File: config.mk
export PLATFORM = sky130hd
export DESIGN_NAME = airi5c_float_mul_arbiter
export DESIGN_NICKNAME = d
export VERILOG_FILES = /design/src/rtl/airi5c_float_mul_arbiter.sv
export SDC_FILE = /design/constraint.sdc
export NUM_CORES = 1
export LEC_CHECK = 0
export BUFFER_PORTS_ARGS = -buffer_cell sky130_fd_sc_hd__clkbuf_2
export CAP_MARGIN = 20
export CORE_AREA = 2 2 126 128
export DETAILED_ROUTE_END_ITERATION = 6
export DIE_AREA = 0 0 128 130
export PLACE_DENSITY_LB_ADDON = 0.12
export SLEW_MARGIN = 10
export SYNTH_ARGS = -nofsm -noshare
export SYNTH_HDL_FRONTEND = slang
export SYNTH_SLANG_ARGS = --single-unit
File: constraint.sdc
create_clock -name clk -period 2.6 [get_ports clk]
set_clock_uncertainty 0.05 [all_clocks]
set_input_delay 0.39 -clock clk [delete_from_list [all_inputs] [get_ports clk]]
set_output_delay 0.39 -clock clk [all_outputs]
set_load 0.01 [all_outputs]
File: src/rtl/airi5c_float_mul_arbiter.sv
// Round-robin arbiter sharing one multi-cycle float multiplier between two
// requesters, with load/kill sequencing, result capture and a watchdog.
module airi5c_float_mul_arbiter #(
    parameter int WDOG_CYCLES = 8
) (
    input  logic        clk,
    input  logic        n_reset,
    input  logic        kill,
    input  logic        req0_valid,
    input  logic [38:0] req0_a,
    input  logic [38:0] req0_b,
    output logic        req0_ready,
    output logic        req0_done,
    input  logic        req1_valid,
    input  logic [38:0] req1_a,
    input  logic [38:0] req1_b,
    output logic        req1_ready,
    output logic        req1_done,
    output logic [37:0] res,
    output logic        res_err,
    output logic        mul_load,
    output logic        mul_op_mul,
    output logic        mul_kill,
    output logic [38:0] mul_a,
    output logic [38:0] mul_b,
    input  logic [37:0] mul_res,
    input  logic        mul_ready
);

    typedef enum logic [1:0] {IDLE, LOAD, WAIT} state_t;

    localparam logic [3:0] WDOG_LAST = 4'(WDOG_CYCLES - 1);

    state_t     state;
    state_t     state_nxt;
    logic       last;
    logic       owner;
    logic       grant;
    logic       hs;
    logic       capture;
    logic       abort;
    logic [3:0] wdog;

    // on a tie the requester that did not complete last wins
    always_comb begin
        if (req0_valid && req1_valid) begin
            grant = ~last;
        end else begin
            grant = req1_valid;
        end
    end

    assign req0_ready = n_reset && (state == IDLE) && !kill
                        && req0_valid && !grant;
    assign req1_ready = n_reset && (state == IDLE) && !kill
                        && req1_valid && grant;
    assign mul_load   = (state == LOAD);
    assign mul_op_mul = mul_load;

    always_comb begin
        state_nxt = state;
        hs        = 1'b0;
        capture   = 1'b0;
        abort     = 1'b0;
        unique case (state)
            IDLE: begin
                if (req0_ready || req1_ready) begin
                    hs        = 1'b1;
                    state_nxt = LOAD;
                end
            end
            LOAD: begin
                state_nxt = kill ? IDLE : WAIT;
            end
            WAIT: begin
                if (kill) begin
                    state_nxt = IDLE;
                end else if (mul_ready) begin
                    capture   = 1'b1;
                    state_nxt = IDLE;
                end else if (wdog == WDOG_LAST) begin
                    abort     = 1'b1;
                    state_nxt = IDLE;
                end
            end
            default: begin
                state_nxt = IDLE;
            end
        endcase
    end

    always_ff @(posedge clk or negedge n_reset) begin
        if (!n_reset) begin
            state     <= IDLE;
            last      <= 1'b1;
            owner     <= 1'b0;
            wdog      <= '0;
            mul_a     <= '0;
            mul_b     <= '0;
            res       <= '0;
            res_err   <= 1'b0;
            req0_done <= 1'b0;
            req1_done <= 1'b0;
            mul_kill  <= 1'b0;
        end else begin
            state     <= state_nxt;
            wdog      <= (state == WAIT) ? wdog + 4'd1 : 4'd0;
            res_err   <= abort;
            req0_done <= (capture || abort) && !owner;
            req1_done <= (capture || abort) && owner;
            mul_kill  <= abort || (kill && (state != IDLE));
            if (hs) begin
                owner <= grant;
                mul_a <= grant ? req1_a : req0_a;
                mul_b <= grant ? req1_b : req0_b;
            end
            if (capture) begin
                res  <= mul_res;
                last <= owner;
            end else if (abort) begin
                res  <= '0;
                last <= owner;
            end
        end
    end

endmodule
==> metrics.md, run 1 <==
| Metric | Value |
|---|---|
| Hold slack | `78.1 ps` |
| First-pass GRT wire length | `22.6 mm` |
| Antenna violations before repair | `0` |
| CTS Buffer Depth | `2` |
| Die height | `130 microns` |
| Worst setup path end | `req1_ready` |
| CTS Buf Count | `17` |
| Switching Fraction | `28.0%` |
| Placed insts | `877` |
| Post_cts resized | `0` |
| Synth unique cells | `32` |
| Slew Limit Fails | `0` |
| Worst Setup SP | `last` |
| Endpoints failing setup | `0` |
| Comb power frac | `27.6%` |
| Final core utilization | `54.7%` |
| Syn Area/Cell | `16.1 sq um` |
| N_diodes | `0` |
| CTS tree | `built` |
| IO Port Bufs | `323` |
| WL/cell | `16.4 microns` |
| Final period util | `80.5%` |
| Root buf cell | `clkbuf_16` |
| DRC | `0` |
| Clock insertion delay at the later pin of the skew report | `410 ps` |
| Slew margin rel. | `41.2%` |
| Initial Utilization | `39.8%` |
| Mapped cell area | `6130 sq um` |
| Met2 usage | `29.9%` |
| Vias in the first global route | `4363` |
| Crit Path Class | `reg2out` |
| Site row count | `46` |
| Sw power | `2080 uW` |
| Clock Power Share | `34.4%` |
| Leakage | `0.00436 uW` |
| Setup slack, reg-to-reg | `570 ps` |
| Fmax | `478 MHz` |
| Largest net degree at the start of global routing | `71` |
| Critical Path RT | `2160 ps` |
| Aggregate global routing overflow | `0` |
| Clock-pin slew of the registers on the worst-case setup and hold paths | `60 ps` |
| Vias | `4312` |
| I/O pin count | `324` |
| Routed WL | `14.9 mm` |
| Int Pwr | `5340 uW` |
| Status | `complete, no violations` |
| Most Used Layer, Global Route | `met2` |
| Final Non-Filler Cells | `909` |
| Hold buffer count at cts | `0` |
| Synth warnings | `0` |
| Final min period | `2090 ps` |
| Chip Width | `128 microns` |
| NumNets Final | `905` |
| RePlAce Congestion | `0.758` |
| Place WS | `427 ps` |
| Detailed Route Iter0 Violations | `144` |
| Slew @ Worst Pin | `882 ps` |
| Core area | `15400 sq um` |
| MaxCap Viol Count | `0` |
| Pwr/cell area | `880 nW/um^2` |
| Final hold vios | `0` |
| Via density | `4.74` |
| Area Overhead vs Synth | `37.6%` |
| Fillers | `1347` |
| Worst Hold Class | `in2async` |
| Reg2Reg Depth | `4` |
| Worst R2R Start | `state[1]` |
| RSZ-0062 raised after global routing | `no` |
| Post-synthesis cell count | `380` |
| GRT Util Overall | `17.7%` |
| Reg power frac | `38.0%` |
| Number of synthesized register bits | `128` |
| Layout cells sized above 1 | `73.8%` |
| Worst path arrival time | `1650 ps` |
| Peak supply drop | `0.451 mV` |
| Critical Path Source Type | `flip-flop` |
| Register area share after synthesis | `52.3%` |
| First-pass DRT Iterations | `5` |
| Setup TNS Final | `0 ps` |
| HPWL Detailed | `11.4 mm` |
| CTS sink cnt | `128` |
| Post-DRT Antenna Nets | `0` |
| GRT met3 Usage | `5.54%` |
| Post-CTS setup buffer count | `0` |
| PnR worst setup slack | `506 ps` |
| GR Util met1 | `21.1%` |
| Crit path max fanout | `20` |
| Die area | `16600 sq um` |
| H-tree Lvls | `4` |
| Critical Path Sink Type | `output pin` |
| Post-synth net total | `581` |
| Reg-to-reg endpoint | `mul_a[13]` |
## power by group through the flow
stage	sequential [uW]	combinational (uW)	clock (uW)
after floorplan	3040	1000	0
after global placement	2850	2040	0
after detailed placement	2840	2090	0
after CTS	2830	2090	2620
after global routing	2890	2210	2690
final	2820	2050	2550
## cell usage in the layout, fill, tap and decap left out, drive strengths merged, types with 2 or more instances in the layout
cell type,netlist,layout
clkbuf,1,340
mux2,157,157
dfrtp,127,127
a22o,38,38
buf,26,10
nor2,7,7
clkinv,0,5
inv,2,5
bufinv,0,4
nor2b,2,2
clkinvlp,0,2
and2,2,2
nor3,2,2
## metal layers
| metal | share of wire, % | vias to the layer above |
|---|---|---|
| met1 | 41 | 2051 |
| met2 | 49 | 199 |
| met4 | 2.3 | 0 |
| met5 | 0 | - |
| met3 | 7.7 | 27 |
| li1 | - | 2035 |
## kinds of logic (layout without fill, tap and decap cells)
group,after synthesis,in the layout,share of synthesized area (%)
adder cells (fa/ha/maj),1,1,0.204
multiplexers,157,157,33.6
buffers and inverters,29,366,5.67
AO/OA/AOI/OAI,44,44,6.24
flip-flops,128,128,52.3
XOR/XNOR,2,2,0.286
AND/OR/NAND/NOR,19,19,1.73
## worst max-delay path, stage by stage, from the launching register on
cell and delay [ps]:
dfstp_2 380, a21boi_4 180, buf_4 310, and2_2 230, clkbuf_2 140
## through the flow
step	instance area (sq um)	total power, uW
after floorplan	6130	4050
after global placement	7790	4890
after detailed placement	7790	4930
after CTS	8440	7530
after global routing	8440	7790
final	8440	7420
## registers in the layout (all words and copies together), names as in the netlist
signal,count
wdog,4
res,38
mul_a,39
res_err,1
last,1
req1_done,1
req0_done,1
mul_b,39
mul_kill,1
owner,1
state,2
## how the worst min path moves through the flow
stage	startpoint	slack, ps	end	depth (start not counted)
3_5_place_dp	owner	410	req0_done	1
2_1_floorplan	n_reset	40	mul_a[0]	0
4_1_cts	n_reset	110	mul_a[18]	2
6_report	n_reset	80	mul_a[18]	2
3_3_place_gp	owner	390	req0_done	1
5_1_grt	mul_res[30]	120	res[30]	2
## layout make-up
type                            instances  area [sq um]  share of cell area (%)
Clock inverter                         14           205                    2.43
Inverter                                2          7.51                  0.0890
Multi-Input combinational cell        223          2600                    30.9
Sequential cell                       128          3200                    38.0
Clock buffer                           18           439                    5.21
Timing Repair Buffer                  332          1740                    20.6
Tap cell                              192           240                    2.85
## Yosys cell counts, drive strengths merged
| cell type | count | area, sq um |
|---|---|---|
| a211o | 1 | 10.0 |
| a21boi | 1 | 7.51 |
| a22o | 38 | 333 |
| a31oi | 1 | 6.26 |
| and2 | 2 | 13.8 |
| buf | 26 | 337 |
| clkbuf | 1 | 3.75 |
| dfrtp | 127 | 3180 |
| dfstp | 1 | 26.3 |
| ha | 1 | 12.5 |
| inv | 2 | 7.51 |
| mux2 | 157 | 2060 |
| nand2 | 1 | 3.75 |
| nand2b | 1 | 6.26 |
| nand3 | 1 | 5.00 |
| nand3b | 1 | 7.51 |
| nor2 | 7 | 26.3 |
| nor2b | 2 | 12.5 |
| nor3 | 2 | 10.0 |
| nor4 | 1 | 6.26 |
| nor4b | 1 | 15.0 |
| o21a | 1 | 8.76 |
| o21bai | 1 | 7.51 |
| o22a | 1 | 10.0 |
| xnor2 | 1 | 8.76 |
| xor2 | 1 | 8.76 |
No activity file was read; power rests on OpenSTA's default activity.
==> run 2, diff against run 1 <==
==> constraint.sdc (replaced) <==
create_clock -name clk -period 1.73 [get_ports clk]
set_clock_uncertainty 0.05 [all_clocks]
set_input_delay 0.2595 -clock clk [delete_from_list [all_inputs] [get_ports clk]]
set_output_delay 0.2595 -clock clk [all_outputs]
set_load 0.01 [all_outputs]
==> run 2 against run 1 <==
Final cell count increased by 5.5%. Largest power group unchanged. Worst setup slack worse by 610 ps. Utilization rose by 4.4 points. First-iteration DRC count is 22% higher. The run now ends with negative setup slack left. Wire length rose by 10%.
==> metrics.md, run 2 (same netlist as run 1, synthesis figures left out) <==
| Metric | Value |
|---|---|
| Site row count | `46` |
| Die height | `130 microns` |
| Final period util | `106%` |
| Setup TNS Final | `-3400 ps` |
| Critical Path Sink Type | `output pin` |
| Worst R2R Start | `state[1]` |
| WL/cell | `17.2 microns` |
| Slew margin rel. | `53.3%` |
| Routed WL | `16.5 mm` |
| Commonest non-fill, non-tap cells in the layout | `clkbuf_2, dfrtp_1, mux2_2` |
| Endpoints failing setup | `71` |
| Core area | `15400 sq um` |
| Leakage | `0.00468 uW` |
| IO Port Bufs | `323` |
| Crit path max fanout | `2` |
| N_diodes | `0` |
| Worst Hold Launch | `mul_res[10]` |
| Root buf cell | `clkbuf_16` |
| Violated checks | `negative setup slack` |
| Crit Path Class | `reg2out` |
| RePlAce Congestion | `0.805` |
| Final min period | `1830 ps` |
| Slew @ Worst Pin | `701 ps` |
| Largest net degree at the start of global routing | `129` |
| Cells on Worst Hold Path | `2` |
| Aggregate global routing overflow | `0` |
| PnR worst setup slack | `-101 ps` |
| Fmax | `546 MHz` |
| MaxCap Viol Count | `0` |
| CTS Buf Count | `17` |
| Initial Utilization | `39.8%` |
| Final hold vios | `0` |
| NumNets Final | `955` |
| GRT Util Overall | `19.2%` |
| Reg-to-reg endpoint | `mul_b[13]` |
| Setup slack, reg-to-reg | `-80 ps` |
| Vias in the first global route | `4758` |
| I/O pin count | `324` |
| Worst Setup SP | `state[1]` |
| CTS tree | `built` |
| Clock insertion delay at the later pin of the skew report | `410 ps` |
| Worst path arrival time | `1520 ps` |
| Die area | `16600 sq um` |
| Critical Path Source Type | `flip-flop` |
| Post-Place Cell Area | `7990 sq um` |
| Worst Hold Class | `in2reg` |
| Chip Width | `128 microns` |
| Post-DRT Antenna Nets | `0` |
| Clock-pin slew of the registers on the worst-case setup and hold paths | `60 ps` |
| Area Overhead vs Synth | `48.5%` |
| Layout cells sized above 1 | `74.3%` |
| H-tree Lvls | `4` |
| Status | `finished with violations` |
| Post-route cell area | `9110 sq um` |
| Hold Path End | `res[10]` |
| First-pass DRT Iterations | `4` |
| Antenna violations before repair | `0` |
| Critical Path RT | `1420 ps` |
| Detailed Route Iter0 Violations | `176` |
| Final core utilization | `59.0%` |
| RSZ-0062 raised after global routing | `yes` |
| Slew Limit Fails | `0` |
| HPWL Detailed | `11.5 mm` |
| Vias | `4619` |
| Largest registers | `mul_a: 39 flops, mul_b: 39 flops, res: 38 flops` |
| Most common cell after layout, fill and taps aside | `clkbuf_2` |
| Via density | `4.82` |
| Reg2Reg Depth | `6` |
| CTS sink cnt | `128` |
| CTS Buffer Depth | `2` |
| Pwr/cell area | `1270 nW/um^2` |
| Peak supply drop | `0.653 mV` |
| First-pass GRT wire length | `24.5 mm` |
| DRC | `0` |
==> run 2: how the worst max path moves through the flow <==
stage	to	slack [ps]	cells past startpoint
5_1_grt	req0_ready	-180	5
6_report	req0_ready	-100	5
3_5_place_dp	mul_a[11]	-40	5
3_3_place_gp	mul_a[38]	40	5
4_1_cts	req0_ready	-140	5
2_1_floorplan	mul_a[16]	70	5
==> run 2: timing repair <==
| action | CTS | global route |
|---|---|---|
| cloned | 4 | 2 |
| hold buffers | 12 | 1 |
| endpoints found under the hold margin | 138 | 1 |
| resized for setup | 13 | 21 |
| setup endpoints to repair | 49 | 90 |
| pin swaps | 1 | 3 |
| setup buffers | 9 | 3 |
==> run 2: through the flow <==
stage / total power [uW] / instances / hold slack, ps / worst slack, ps
floorplan: 6080 / 380 / -86.1 / 70.9
global placement: 7420 / 898 / 394 / 37.6
detailed placement: 7480 / 898 / 409 / -39.8
CTS: 11700 / 955 / 0.0326 / -139
global route: 12100 / 959 / 4.56 / -175
finish: 11600 / 959 / 19.5 / -101
==> run 2: worst max-delay path, cell delays in order (launching register included) <==
cell     delay (ps)
dfrtp_1         410
nor4b_4         280
buf_4           160
nand2_2          40
nor2_2           90
buf_2           130
==> run 2: layout make-up <==
type	count	area, sq um
fillers	1301	6320
flip-flops and latches	128	3200
multi-input cells	223	2630
repair buffers	382	2360
clock buffers	20	467
well taps	192	240
clock inverters	12	204
inverters	2	7.51
==> run 2: per-layer routing <==
metal | track usage [%] | wire (microns) | up-vias
met5 | 0 | 0 | -
met4 | 7.69 | 344 | 0
met3 | 6.44 | 1280 | 29
met2 | 32.7 | 8390 | 205
met1 | 22.4 | 6470 | 2240
li1 | - | - | 2145
==> run 2: report_power, final <==
part           switching, uW  internal, uW  total [uW]
registers                475          3770        4250
logic                   1360          1940        3300
clock network           1330          2680        4010
